[config.mk]
export PLATFORM = sky130hd
export DESIGN_NAME = conv_row_pe
export DESIGN_NICKNAME = d
export VERILOG_FILES = /design/src/rtl/conv_row_pe.sv
export SDC_FILE = /design/constraint.sdc
export NUM_CORES = 1
export LEC_CHECK = 0
export CORE_MARGIN = 2
export CORE_UTILIZATION = 30
export DETAILED_ROUTE_END_ITERATION = 10
export DONT_BUFFER_PORTS = 1
export GPL_ROUTABILITY_DRIVEN = 0
export PLACE_DENSITY_LB_ADDON = 0.25
export SLEW_MARGIN = 20
export SYNTH_ARGS = -nofsm -noshare
export SYNTH_HDL_FRONTEND = slang
export SYNTH_SLANG_ARGS = --single-unit
[constraint.sdc]
create_clock -name clk -period 5.91 [get_ports clk]
set_clock_uncertainty 0.1 [all_clocks]
set_input_delay 0.8865 -clock clk [delete_from_list [all_inputs] [get_ports clk]]
set_output_delay 0.8865 -clock clk [all_outputs]
set_load 0.05 [all_outputs]
[src/rtl/conv_row_pe.sv]
// Row PE: holds one 5-tap weight row, slides it over a 7-pixel ifmap row, emits packed 8-bit products.
// Toggle req/ack on both sides; no pixel is taken while a product word is outstanding.
module conv_row_pe #(
  parameter int DATA_W = 8,
  parameter int TAPS   = 5,
  parameter int MAP_W  = 7
) (
  input  logic                   clk,
  input  logic                   reset,
  input  logic                   w_load,
  input  logic [TAPS*DATA_W-1:0] w_data,
  output logic                   w_ready,
  input  logic                   in_req,
  input  logic [DATA_W-1:0]      in_data,
  output logic                   in_ack,
  output logic                   out_req,
  output logic [TAPS*DATA_W-1:0] out_data,
  input  logic                   out_ack,
  output logic                   row_done,
  output logic                   busy
);

  localparam int COL_W = $clog2(MAP_W + 1);
  localparam logic [COL_W-1:0] TAPS_C  = COL_W'(TAPS);
  localparam logic [COL_W-1:0] MAP_W_C = COL_W'(MAP_W);

  typedef enum logic [1:0] {S_NOWGT, S_ACCEPT, S_MUL, S_SEND} state_t;

  state_t                   r_state, w_state_nxt;
  logic [DATA_W-1:0]        r_w   [TAPS];
  logic [DATA_W-1:0]        r_win [TAPS];
  logic [COL_W-1:0]         r_col;
  logic                     r_in_ack, r_out_req, r_row_done;
  logic [TAPS*DATA_W-1:0]   r_out_data;

  logic                     w_pending, w_ready_int;
  logic [COL_W-1:0]         w_col_inc;
  logic                     w_wgt_lat, w_pix_acc, w_do_mul, w_row_end;
  logic [DATA_W-1:0]        w_prod [TAPS];

  assign w_pending   = (in_req != r_in_ack);
  assign w_ready_int = (r_state == S_NOWGT) || ((r_state == S_ACCEPT) && (r_col == '0));
  assign w_col_inc   = r_col + 1'b1;

  assign w_ready  = w_ready_int;
  assign busy     = ~w_ready_int;
  assign in_ack   = r_in_ack;
  assign out_req  = r_out_req;
  assign out_data = r_out_data;
  assign row_done = r_row_done;

  // Products are kept to DATA_W bits: the adder stage only takes the low byte.
  always_comb begin
    for (int i = 0; i < TAPS; i++) begin
      w_prod[i] = r_win[i] * r_w[i];
    end
  end

  always_ff @(posedge clk or negedge reset) begin
    if (!reset) r_state <= S_NOWGT;
    else        r_state <= w_state_nxt;
  end

  always_comb begin
    w_state_nxt = r_state;
    w_wgt_lat   = 1'b0;
    w_pix_acc   = 1'b0;
    w_do_mul    = 1'b0;
    w_row_end   = 1'b0;
    case (r_state)
      S_NOWGT: begin
        if (w_load) begin
          w_wgt_lat   = 1'b1;
          w_state_nxt = S_ACCEPT;
        end
      end
      S_ACCEPT: begin
        // A weight load wins over a pending pixel; the pixel waits one cycle.
        if (w_load && w_ready_int) begin
          w_wgt_lat = 1'b1;
        end else if (w_pending) begin
          w_pix_acc = 1'b1;
          if (w_col_inc >= TAPS_C) w_state_nxt = S_MUL;
        end
      end
      S_MUL: begin
        w_do_mul    = 1'b1;
        w_state_nxt = S_SEND;
      end
      S_SEND: begin
        if (out_ack == r_out_req) begin
          w_state_nxt = S_ACCEPT;
          w_row_end   = (r_col == MAP_W_C);
        end
      end
      default: w_state_nxt = S_NOWGT;
    endcase
  end

  always_ff @(posedge clk or negedge reset) begin
    if (!reset) begin
      for (int i = 0; i < TAPS; i++) begin
        r_w[i]   <= '0;
        r_win[i] <= '0;
      end
      r_col      <= '0;
      r_in_ack   <= 1'b0;
      r_out_req  <= 1'b0;
      r_out_data <= '0;
      r_row_done <= 1'b0;
    end else begin
      r_row_done <= w_row_end;
      if (w_wgt_lat) begin
        for (int i = 0; i < TAPS; i++) r_w[i] <= w_data[i*DATA_W +: DATA_W];
      end
      if (w_pix_acc) begin
        for (int i = 0; i < TAPS-1; i++) r_win[i] <= r_win[i+1];
        r_win[TAPS-1] <= in_data;
        r_in_ack      <= in_req;
        r_col         <= w_col_inc;
      end
      if (w_do_mul) begin
        for (int i = 0; i < TAPS; i++) r_out_data[i*DATA_W +: DATA_W] <= w_prod[i];
        r_out_req <= ~r_out_req;
      end
      if (w_row_end) begin
        r_col <= '0;
        for (int i = 0; i < TAPS; i++) r_win[i] <= '0;
      end
    end
  end

endmodule

; Word-level counts from Yosys, hierarchy flattened
; Index checks and enable logic that the tools add are counted.
[totals]
mem_bits_ro = 0
mem_bits_rw = 0
inputBits = 53
latch_bits = 0
word_cells = 62
memories = 0
regBits = 128
out_inout_bits = 45
[classes]
magnitude_cmp = 1
bitwise = 2
mux = 19
n_addsub = 1
n_reduce_logical = 7
n_div = 0
shift = 0
n_eq_ne = 11
mul = 5
[ops]
columns = cell, n
row1 = two-way mux 40 bit, 2
row2 = multiplier 8 x 8 -> 8 bit, 5
row3 = two-way mux 2 bit, 5
row4 = two-way mux 1 bit, 8
row5 = "inequality test 2 bit, second input constant", 4
row6 = one-hot mux 2 bit (4 select lines), 1
row7 = two-way mux 3 bit, 2
row8 = AND reduction 5 bit, 1
row9 = "equality test 2 bit, second input constant", 2
row10 = "adder 3 x 1 -> 3 bit, second input constant", 1
row11 = "equality test 3 bit, second input constant", 1
row12 = "greater-or-equal comparator 3 bit, second input constant", 1
row13 = zero test 3 bit, 1
row14 = "equality test 2 x 1 -> 1 bit, second input constant", 1
row15 = logical AND 1 bit, 2
row16 = zero test 2 bit, 1
row17 = "inequality test 2 x 1 -> 1 bit, second input constant", 1
row18 = NOT 1 bit, 2
row19 = one-hot mux 1 bit (2 select lines), 1
row20 = nonzero test 2 bit, 1
row21 = equality test 1 bit, 1
row22 = logical OR 1 bit, 1
row23 = inequality test 1 bit, 1

; Logic depth before layout (Yosys ltp)
[logic_depth]
word_depth = 8
depth_mapped = 14
mapped_depth_nobuf = 13

; Least setup slack after synthesis
; No wires, ideal clock.
[synth_timing]
kind = reg-to-reg
from = reg r_win[1] in the netlist's numbering
to = reg r_out_data[39] (netlist: out_data[39])
n_path_buf = 1
path_stages_with_launch = 14
path_slack_ps = 1810
setup_ps = 125
synth_period_minus_slack_ps = 4100
required_ps = 5685
t_arrival_ps = 3875
path_cell_list = dfrtp_1 clkbuf_1 nand2_1 fa_1 fa_1 inv_1 fa_1 inv_1 fa_1 xor2_1 xnor3_1 xnor3_1 xnor3_1 mux2_4
[synth_between]
elab_chain_len = 1
[synth_lines]
columns = element, line
row1 = start: declaration, 31  ; logic [DATA_W-1:0] r_win [TAPS];
row2 = start signal: indexed assignment, 118  ; r_win[TAPS-1] <= in_data;
row3 = multiplier 8 x 8 -> 8 bit, 55  ; w_prod[i] = r_win[i] * r_w[i];
row4 = end signal: assignment, 109  ; r_out_data <= '0;
row5 = end: declaration, 34  ; logic [TAPS*DATA_W-1:0] r_out_data;
; No other way between the ends.
; A chain may end at the register's enable or synchronous reset.

; Worst setup path in the final report
[layout_timing]
from = reg r_win[16] in the netlist's numbering
to = reg r_out_data[23] (netlist: out_data[23])
; The elaborated chain is that of the path after synthesis.

==> impl_metrics.tcl <==
set metrics [dict create \
    cts_tree "built" \
    syn_avg_cell_area_um2 10.2 \
    maxSlewViolCount 0 \
    hold_slack_ns 0.0477 \
    timing.final.ws_setup_ns 1.63 \
    place_hpwl_mm 15.4 \
    max_stage_delay_ns 0.53 \
    clk_path_buf_depth 2 \
    fp.dieH_um 181 \
    hold_viol_final 0 \
    finalSetupViolCount 0 \
    min_period_ns 4.28 \
    die_w_um 181 \
    yosysWarningCount 0 \
    drt_iter0_markers 288 \
    topRoutingLayerUsed "met4" \
    path_clk_slew_ns 0.06 \
    cts_setup_buffers 0 \
    syn_inst 922 \
    grt_pass1_wl_mm 36.2 \
    final.setup.tns_ns 0 \
    synth_area_leaders "dfrtp_1 34%, fa_1 13%, ha_1 12%, and2_1 6.9%, nand2_1 6.2%" \
    grt_pass1_vias 6512 \
    met2_length_mm 10.4 \
    overflow 0 \
    status "completed" \
    crit_chain "and2_1, fa_1, fa_1, ha_1, inv_1, fa_1, inv_1, ha_1, a21o_1, a21oi_1, xnor3_1, xnor3_1, a21oi_1" \
    crit_slowest_cell "fa_1" \
    dp_cells 1294 \
    netlist.area_leader.share_pct 34.0 \
    seq_area_frac_synth_pct 34.0 \
    relSlewSlack_pct 33.0 \
    num_vias 6026 \
    n_antenna_cell 0 \
    die-area_um2 32800 \
    grt_max_degree 129 \
    cp.required_ns 6.16 \
    core-area_um2 30700 \
    fmax_mhz 234 \
    startpoint_type "register" \
    finalCritPeriodShare_pct 72.4 \
    netlist_area_um2 9420 \
    holdCritPathClass "input port to asynchronous set/reset pin" \
    cts-htree-levels 4 \
    critical-path-top-delay-family "adder cells" \
    clk-insertion-delay-late_ns 0.43 \
    cpMostUsedCell "fa_1" \
    row_count 64 \
    wl_mm 21.5 \
    clkSinkCount 128 \
    reg2reg_slack_ns 1.63 \
    cts_root_buffer "clkbuf_16" \
    wl_met1_mm 10.1 \
    syn-num-nets 1124 \
    hold_buffers 0 \
    io_pins 98 \
    ys_ff_latch 128 \
    drc_errors 0 \
    ys_types 29 \
    final_cells 1326 \
    rsz0062_at_grt "no" \
    critPathMaxFanout 10 \
    drt-vias-per-instance 4.54 \
    endpoint_kind "register" \
    port-buffer-count 0 \
    cp_data_arrival_time_ns 4.53 \
    cts_buffers 17 \
    post_cts_resized 0 \
    start_util_pct 30.6 \
    area_growth_pct 10.8 \
    grt_use_total_pct 14.2 \
    critPathBufInv 2 \
    cap_violations 0 \
    antenna_found_initial 0 \
    post-place-ws_ns 1.63 \
    crit_type "register to register" \
    num-nets-final 1119 \
    first_pass_iters 4 \
    post_drt_wl_per_cell_um 16.2 \
    final_antenna_net_count 0 \
    synth_top_cell_by_area "dfrtp_1" \
    drive_above_1_share_pct 6.99 \
    tightestPinTransition_ns 1.00 \
    met3WireLength_um 816 \
]
==> cells by family after synthesis <==
family / Yosys count / share of synthesized area (%)
AOI/OAI and AO/OA: 80 / 4.61
DFF: 128 / 34.0
buffers and inverters: 142 / 5.79
and+or+nand+nor: 280 / 14.1
muxes: 70 / 8.38
xor gates and xnor gates: 73 / 8.48
adders and majority gates: 149 / 24.6
==> flip-flops by register name (all words and copies together), names as in the netlist <==
signal    count
row_done      1
r_col         3
r_state       2
out_req       1
out_data     40
in_ack        1
r_win        40
r_w          40
==> worst paths after layout <==
kind,startpoint,depth (start not counted),end
setup / recovery,r_win[16],13,out_data[23]
hold / removal,reset,0,out_data[30]
setup reg to reg,r_win[16],13,out_data[23]
hold reg to reg,r_w[7],1,r_w[7]
max in group asynchronous,reset,0,out_data[4]
min in group clk,r_w[7],1,r_w[7]
==> cell type report <==
class	instances	area (um^2)
Clock buffer	20	457
Clock inverter	12	134
Fill cell	3188	20300
Inverter	113	424
Multi-Input combinational cell	652	5680
Sequential cell	128	3200
Tap cell	396	495
Timing Repair Buffer	5	37.5
==> worst register-to-register path: stages (launching register included) <==
cell and delay [ns]:
dfrtp_1 0.52, and2_1 0.23, fa_1 0.45, fa_1 0.49, ha_1 0.30, inv_1 0.05
fa_1 0.53, inv_1 0.05, ha_1 0.33, a21o_1 0.20, a21oi_1 0.19, xnor3_1 0.24
xnor3_1 0.37, a21oi_1 0.16
==> synthesized netlist by cell type <==
cell	instances
clkbuf_1	17
buf_1	2
a21o_1	10
buf_2	10
mux2_2	25
nand3_1	6
and3b_1	1
nor2_1	10
inv_1	113
ha_1	89
and3_1	2
a31oi_1	1
a21oi_1	61
o311ai_1	1
and2_1	104
mux2i_1	2
fa_1	60
mux2_4	1
o21ai_1	3
nor2b_1	1
o21ai_0	3
xor2_1	11
dfrtp_1	128
a211o_1	1
xnor2_2	1
nand2_1	156
mux2_1	42
xnor2_1	50
xnor3_1	11
==> layer usage <==
layer | GRT usage, % | vias to the layer above
met2 | 23.5 | 82
met3 | 3.69 | 15
met5 | 0 | -
met1 | 18.3 | 3013
met4 | 3.97 | 0
li1 | - | 2916
==> per-stage QoR <==
step | area [um^2] | util (%)
2_1_floorplan | 9420 | -
3_3_place_gp | 9840 | 32.0
3_5_place_dp | 9840 | 32.0
4_1_cts | 10400 | 33.9
5_1_grt | 10400 | 33.9
6_report | 10400 | 33.9
==> cell usage in the layout (no fill, tap or decap), drive strengths merged, types with 2 or more instances in the layout <==
master / n
mux2: 68
nand3: 6
xnor3: 11
and2: 104
bufinv: 2
clkinvlp: 2
o21ai: 6
and3: 2
xor2: 11
clkbuf: 20
nor2: 10
mux2i: 2
nand2: 156
xnor2: 51
buf: 5
dfrtp: 128
ha: 89
clkinv: 6
a21o: 10
fa: 60
inv: 115
a21oi: 61
Power is not shown: default switching activity piles up to over one toggle a cycle in this logic, so the estimate is an artifact.
